### src/rtl/prim_clock_mux_sel_ctrl.sv
// prim_clock_mux_sel_ctrl
//
// Sequencer for a glitch-free two-input clock mux. The block drives the mux
// select and the enable of the clock gate that follows the mux. A switch
// request runs in a fixed order:
//   1. Gate the output clock off.
//   2. Wait GateCycles cycles.
//   3. Flip the select.
//   4. Wait SettleCycles cycles for the mux to settle.
//   5. Re-enable the gate and pulse ack.
// The block runs on an always-on clock that is neither of the muxed clocks.
//
// Ports:
//   clk_i      - always-on controller clock
//   rst_ni     - synchronous, active-low reset
//   req_i      - single-cycle switch request pulse
//   sel_req_i  - target select, sampled only when req_i is accepted in IDLE
//   sel_o      - registered mux select (0 = clk0, 1 = clk1)
//   clk_en_o   - registered enable for the output clock gate
//   busy_o     - high while a switch is in progress
//   ack_o      - single-cycle completion pulse (also used for no-op requests)
//   req_drop_o - single-cycle pulse when req_i arrives while busy

module prim_clock_mux_sel_ctrl #(
    parameter int unsigned GateCycles   = 4,
    parameter int unsigned SettleCycles = 4,
    parameter logic        ResetSel     = 1'b0
) (
    input  logic clk_i,
    input  logic rst_ni,
    input  logic req_i,
    input  logic sel_req_i,
    output logic sel_o,
    output logic clk_en_o,
    output logic busy_o,
    output logic ack_o,
    output logic req_drop_o
);

    // The 8-bit down-counter bounds both wait phases to 1..255 cycles.
    if (GateCycles == 0 || GateCycles > 255) begin : gen_gate_range_err
        $error("prim_clock_mux_sel_ctrl: GateCycles must be in 1..255");
    end

    if (SettleCycles == 0 || SettleCycles > 255) begin : gen_settle_range_err
        $error("prim_clock_mux_sel_ctrl: SettleCycles must be in 1..255");
    end

    localparam logic [7:0] GateLoad   = 8'(GateCycles - 1);
    localparam logic [7:0] SettleLoad = 8'(SettleCycles - 1);

    typedef enum logic [1:0] {
        IDLE   = 2'd0,
        GATE   = 2'd1,
        SETTLE = 2'd2
    } state_e;

    state_e     state;
    logic [7:0] count;
    logic       target;

    // Single sequential process: the state, the phase counter and every
    // output are registered here, so no input reaches an output
    // combinationally.
    //
    // The counter is loaded with N-1 on entry to a phase. The phase ends in
    // the cycle the counter reads zero, so each phase lasts exactly N cycles.
    //
    // sel_o is only updated at the end of GATE, while clk_en_o is already
    // low. clk_en_o only rises at the end of SETTLE. The select therefore
    // never moves while the gate is open.
    //
    // ack_o and req_drop_o default low every cycle, which makes them
    // single-cycle pulses.
    always_ff @(posedge clk_i) begin
        if (!rst_ni) begin
            state      <= IDLE;
            count      <= 8'd0;
            target     <= ResetSel;
            sel_o      <= ResetSel;
            clk_en_o   <= 1'b1;
            busy_o     <= 1'b0;
            ack_o      <= 1'b0;
            req_drop_o <= 1'b0;
        end else begin
            ack_o      <= 1'b0;
            req_drop_o <= 1'b0;

            case (state)
                IDLE: begin
                    if (req_i) begin
                        if (sel_req_i != sel_o) begin
                            target   <= sel_req_i;
                            state    <= GATE;
                            count    <= GateLoad;
                            clk_en_o <= 1'b0;
                            busy_o   <= 1'b1;
                        end else begin
                            // Already on the requested clock: acknowledge
                            // without touching the gate.
                            ack_o <= 1'b1;
                        end
                    end
                end

                GATE: begin
                    // Requests during a switch are refused. sel_req_i is
                    // not looked at.
                    if (req_i) begin
                        req_drop_o <= 1'b1;
                    end
                    if (count == 8'd0) begin
                        sel_o <= target;
                        state <= SETTLE;
                        count <= SettleLoad;
                    end else begin
                        count <= count - 8'd1;
                    end
                end

                SETTLE: begin
                    if (req_i) begin
                        req_drop_o <= 1'b1;
                    end
                    if (count == 8'd0) begin
                        state    <= IDLE;
                        clk_en_o <= 1'b1;
                        busy_o   <= 1'b0;
                        ack_o    <= 1'b1;
                    end else begin
                        count <= count - 8'd1;
                    end
                end

                default: begin
                    // Unreachable encoding: fall back to a safe,
                    // ungated idle.
                    state    <= IDLE;
                    count    <= 8'd0;
                    clk_en_o <= 1'b1;
                    busy_o   <= 1'b0;
                end
            endcase
        end
    end

endmodule

### config.mk
export PLATFORM = sky130hd
export DESIGN_NAME = prim_clock_mux_sel_ctrl
export DESIGN_NICKNAME = d
export VERILOG_FILES = /design/src/rtl/prim_clock_mux_sel_ctrl.sv
export SDC_FILE = /design/constraint.sdc
export NUM_CORES = 1
export LEC_CHECK = 0
export ABC_AREA = 1
export ABC_CLOCK_PERIOD_IN_PS = 1750
export CAP_MARGIN = 20
export CORE_UTILIZATION = 55
export DETAILED_ROUTE_END_ITERATION = 8
export PLACE_DENSITY = 0.79
export SLEW_MARGIN = 20
export SYNTH_ARGS = -nofsm -noshare
export SYNTH_HDL_FRONTEND = slang
export SYNTH_SLANG_ARGS = --single-unit
### constraint.sdc
create_clock -name clk_i -period 1.75 [get_ports clk_i]
set_input_delay 0.35 -clock clk_i [delete_from_list [all_inputs] [get_ports clk_i]]
set_output_delay 0.35 -clock clk_i [all_outputs]
set_load 0.01 [all_outputs]
==> results.toml, run 1 <==
[outcome]
outcome = "complete, no violations"

[synthesis]
yosysSeqAreaShare_pct = 31.5
syn_nets = 156
yosysUniqueCellTypes = 23
ys_warn_count = 0
postSynthCellCount = 146
avgSynthCellArea_um2 = 6.96
syn-cell-area_um2 = 1020
ys_ff_latch = 16

[layout]
final_net_count = 168
area_growth_syn_to_layout_pct = 13.8
layout_common_cells = "31 x nand2_1, 20 x nor2_1, 18 x inv_1"
diodes = 0
layout-drive-gt1-share_pct = 17.8
final_common_cell = "nand2_1"

[global_routing]
antenna_found_initial = 0
gr-total-overflow = 0
grt_max_degree = 12
grt_usage_pct = 22.7
grt_pass1_vias = 770
grt_pass1_wl_um = 3270

[detailed_routing]
drt_wl_total_um = 1970
drcViolationCount = 0
first_pass_iters = 4
vias_per_cell = 4.90
avgRoutedWirePerCell_um = 10.8
ant_nets = 0
drtIter0Drc = 17
vias = 892

[die]
rows = 15
ios = 9
die_h_um = 45.0
die_area_um2 = 2020
core-area_um2 = 1730
die_w_um = 45.0
start_util_pct = 58.8

[cts]
clock-sinks = 16
numCtsBuffers = 3
cts_buffer_depth = 2
root_buffer = "clkbuf_4"
h-tree-depth = 1
cts.clk_slew.worst_paths_ps = 90
cts_tree = "yes"
postCtsHoldBufs = 0
cts-resized-gates = 0
post_cts_buffers = 0
clkLatencyLatePin_ps = 300

[sta]
rsz0062_at_grt = "no"
final_hold_viol_count = 0
tns_ps = 0
fmax_mhz = 629
worstMarginPinSlew_ps = 428
fin_skew_ps = 6.98
period_share_pct = 90.8
min_period_ps = 1590
relSlewSlack_pct = 71.4
drv_slew = 0
setup_violations = 0

[critical_path]
worstReg2RegStart = "state[0]$_SDFFE_PN0P_"
r2r_slack_ps = 300
worstRegToRegCells = 8
critPathArrivalTime_ps = 1240
path_delay_family = "buffers and inverters"
cpPeakStageDelay_ps = 560
worstPathMaxFanout = 4
crit_buf_inv = 1
crit_path_cell_trace = "clkdlybuf4s50_1"
start_kind = "register"
r2r_end = "busy_o$_SDFFE_PN0P_"
critical_path_class = "register to primary output"
crit_slowest_cell = "clkdlybuf4s50_1"
endpoint_kind = "primary output"
worstPathRequired_ps = 1400

[placed_design]
dp_hpwl_um = 1480
routabilityCongestion = 0.795
port_buffers = 8

[min_path]
holdPathStages = 2
hold_class = "register to register"
worstHoldEndpoint = "busy_o$_SDFFE_PN0P_"
hold_path_startpoint = "busy_o$_SDFFE_PN0P_"

[run]
maxCapViolations = 0

[power_and_ir_drop]
powerDensity_nw_per_um2 = 1080
peakVddDrop_uv = 567
cellLeakagePower_nw = 0.560
finalPower_mw = 1.24
-- flip-flops by register name, indices dropped and copies added, names as in the netlist --
| register | flops |
|---|---|
| count | 8 |
| busy_o | 1 |
| sel_o | 1 |
| target | 1 |
| req_drop_o | 1 |
| ack_o | 1 |
| clk_en_o | 1 |
| state | 2 |
-- cell type report --
type                       instances  area [um2]
clock buffer                       4        36.3
fill                             166         571
inverter                          22        82.6
multi-input combinational        106         598
sequential                        16         320
tap                               25        31.3
timing repair buffer               9        87.6
-- routing by layer --
metal	track usage, %	routed length, um	share of wire (%)	up-vias
met1	32.2	1050	53	400
met2	33.3	821	42	12
met5	0	0	0	-
met3	3.60	48	2.4	5
met4	10.9	44	2.2	0
li1	-	-	-	475
-- how the worst max path moves through the flow --
stage / startpoint / end / slack, ps / cells after the start
after CTS: sel_o$_SDFFE_PN0P_ / sel_o / 160 / 1
after global placement: sel_req_i / count[7]$_SDFFE_PN0P_ / 40 / 9
after detailed placement: sel_req_i / count[7]$_SDFFE_PN0P_ / 3 / 9
after global routing: sel_o$_SDFFE_PN0P_ / sel_o / 120 / 1
final: sel_o$_SDFFE_PN0P_ / sel_o / 160 / 1
after floorplan: state[0]$_SDFFE_PN0P_ / busy_o$_SDFFE_PN0P_ / 450 / 8
-- cell families after synthesis --
family	share of synthesized area [%]
simple gates	38.9
fa+ha+maj	7.39
buf+inv	9.60
xor+xnor	1.72
compound gates	10.8
flops	31.5
-- report_power, final --
group          leakage [nW]  total [mW]  switching [mW]  internal [mW]
logic                 0.409       0.549           0.349          0.200
clock network        0.0210       0.257           0.130          0.127
registers             0.131       0.439          0.0311          0.407
total                 0.560        1.24           0.510          0.735
-- tightest hold or removal path, stage by stage (launching register included) --
cell and delay (ps):
dfxtp_1 320, nand2_1 60, a21oi_1 50
-- cell usage after synthesis (all sizes together) --
cell type  instances  share of area (%)
nand2             41                 19
nor2              23                 11
inv               22                8.1
dfxtp             16                 32
a21oi             13                7.9
nand3             13                8.1
ha                 6                7.4
o21ai              6                3.0
xor2               2                1.7
buf                1                1.1
clkbuf             1               0.37
nand4              1               0.62
nor3               1               0.49
-- per-stage QoR --
step	hold slack [ps]	cell area [um2]	utilization, %	std cells	setup slack (ps)
after floorplan	435	1020	-	146	450
after global placement	439	1120	64.9	178	38.1
after detailed placement	450	1120	64.9	178	2.73
after CTS	468	1160	67.0	182	164
after global routing	502	1160	67.0	182	122
final	467	1160	67.0	182	161
(Power assumes the default switching activity.)
==> run 2, diff against run 1 <==
--- a/config.mk
+++ b/config.mk
@@ -10,8 +10,11 @@
 export CAP_MARGIN = 20
 export CORE_UTILIZATION = 55
 export DETAILED_ROUTE_END_ITERATION = 8
+export GPL_ROUTABILITY_DRIVEN = 0
 export PLACE_DENSITY = 0.79
+export REMOVE_ABC_BUFFERS = 1
 export SLEW_MARGIN = 20
 export SYNTH_ARGS = -nofsm -noshare
 export SYNTH_HDL_FRONTEND = slang
 export SYNTH_SLANG_ARGS = --single-unit
+export TNS_END_PERCENT = 5
==> run 2 against run 1 <==
  * Sequential share of layout area increased by 0.15 points
  * Sequential power about the same
  * Wire length increased by 1.9%
  * Critical path type unchanged
  * Clock power decreased by 25%
  * Non-clock buffer count increased by 1
==> results.toml, run 2 (synthesis gave the netlist of run 1 again) <==
[power_and_ir_drop]
cellLeakagePower_nw = 0.558
powerDensity_nw_per_um2 = 1030
peakVddDrop_uv = 618
finalPower_mw = 1.18

[detailed_routing]
ant_nets = 0
drtIter0Drc = 31
vias_per_cell = 5.10
vias = 929
first_pass_iters = 4
drcViolationCount = 0
avgRoutedWirePerCell_um = 11.0
drt_wl_total_um = 2000

[die]
start_util_pct = 58.8
die_h_um = 45.0
die_w_um = 45.0
core-area_um2 = 1730
ios = 9
rows = 15
die_area_um2 = 2020

[layout]
top_register = "count"
fin_cells = 182
reg_top3 = "count: 8 flops, state: 2 flops"
ff_latch_area_um2 = 320
diodes = 0
largest_register_ffs = 8
final_common_cell = "nand2_1"
area_growth_syn_to_layout_pct = 13.2
final_net_count = 169
multi_input_area_um2 = 598
final_area_um2 = 1150
postLayoutCoreUtil_pct = 66.6
layout_common_cells = "31 x nand2_1, 20 x nor2_1, 18 x inv_1"
fillers = 159
layout-drive-gt1-share_pct = 17.8

[sta]
relSlewSlack_pct = 67.9
period_share_pct = 89.2
final_hold_viol_count = 0
fmax_mhz = 641
fin_skew_ps = 9.85
min_period_ps = 1560
rsz0062_at_grt = "no"
whs_ps = 463
tns_ps = 0
worstMarginPinSlew_ps = 481
setup_slack_ps = 190
setup_violations = 0
drv_slew = 0

[critical_path]
critical_path_class = "register to primary output"
start_kind = "register"
crit_buf_inv = 1
endpoint_kind = "primary output"
crit_slowest_cell = "clkdlybuf4s50_1"
critPathArrivalTime_ps = 1210
path_delay_family = "buffers and inverters"
cpPeakStageDelay_ps = 550
r2r_slack_ps = 290
crit_start = "sel_o$_SDFFE_PN0P_"
worstPathRequired_ps = 1400
worstRegToRegCells = 8
worstPathMaxFanout = 4
crit_path_cell_trace = "clkdlybuf4s50_1"
r2r_end = "busy_o$_SDFFE_PN0P_"
worstReg2RegStart = "state[0]$_SDFFE_PN0P_"

[cts]
postCtsHoldBufs = 0
clock-sinks = 16
h-tree-depth = 1
clkLatencyLatePin_ps = 290
cts.clk_slew.worst_paths_ps = 80
cts_buffer_depth = 2
cts_tree = "yes"
cts-resized-gates = 0
numCtsBuffers = 3
post_cts_buffers = 0
root_buffer = "clkbuf_4"

[global_routing]
grt_usage_pct = 22.3
grt_pass1_vias = 832
grt_pass1_wl_um = 3330
gr-total-overflow = 0
grt_max_degree = 12
antenna_found_initial = 0

[placed_design]
placed_area_um2 = 1130
placed_cells = 179
place_ws_ps = 50.0
port_buffers = 8
dp_hpwl_um = 1530

[min_path]
holdPathStages = 2
hold_class = "register to register"
worstHoldEndpoint = "clk_en_o$_SDFFE_PN1P_"
hold_path_startpoint = "clk_en_o$_SDFFE_PN1P_"

[run]
maxCapViolations = 0

[outcome]
outcome = "complete, no violations"
[run 2: worst reg2reg max path, delay by kind of cell, from the launching register on]
family	cells	cell delay, ps
adders and majority gates	1	240
buffers and inverters	2	190
and+or+nand+nor	4	460
AOI/OAI and AO/OA	1	60
DFF	1	380
[run 2: report_power, final]
| part | switching [mW] | internal (mW) | leakage [nW] |
|---|---|---|---|
| logic | 0.344 | 0.208 | 0.414 |
| registers | 0.0306 | 0.408 | 0.131 |
| clock network | 0.113 | 0.0799 | 0.0138 |
| total | 0.488 | 0.695 | 0.558 |
[run 2: area by class of cell]
class / count / area share, %
repair buffers: 10 / 8.27
well taps: 25 / 2.72
inverters: 22 / 7.18
flip-flops and latches: 16 / 27.9
clock buffers: 3 / 1.96
multi-input cells: 106 / 52.0
[run 2: how the worst max path moves through the flow]
| stage | end | slack, ps | cells past startpoint |
|---|---|---|---|
| 6_report | sel_o | 190 | 1 |
| 4_1_cts | sel_o | 180 | 1 |
| 2_1_floorplan | count[3]$_SDFFE_PN0P_ | 450 | 8 |
| 5_1_grt | sel_o | 130 | 1 |
| 3_3_place_gp | count[0]$_SDFFE_PN0P_ | 120 | 10 |
| 3_5_place_dp | count[0]$_SDFFE_PN0P_ | 50 | 10 |
[run 2: layer usage]
| layer | global-route usage [%] | part of all wire [%] | up-vias |
|---|---|---|---|
| met5 | 0 | 0 | - |
| met4 | 4.85 | 0.35 | 0 |
| met3 | 6.00 | 2.8 | 2 |
| met2 | 41.4 | 53 | 12 |
| met1 | 25.1 | 43 | 436 |
| li1 | - | - | 479 |
==> run 3, diff against run 2 <==
--- a/config.mk
+++ b/config.mk
@@ -9,6 +9,7 @@
 export ABC_CLOCK_PERIOD_IN_PS = 1750
 export CAP_MARGIN = 20
 export CORE_UTILIZATION = 55
+export CTS_CLUSTER_DIAMETER = 60
 export DETAILED_ROUTE_END_ITERATION = 8
 export GPL_ROUTABILITY_DRIVEN = 0
 export PLACE_DENSITY = 0.79
==> results of run 3 <==
Final layout, timing and power as in run 2 (identical DEF).
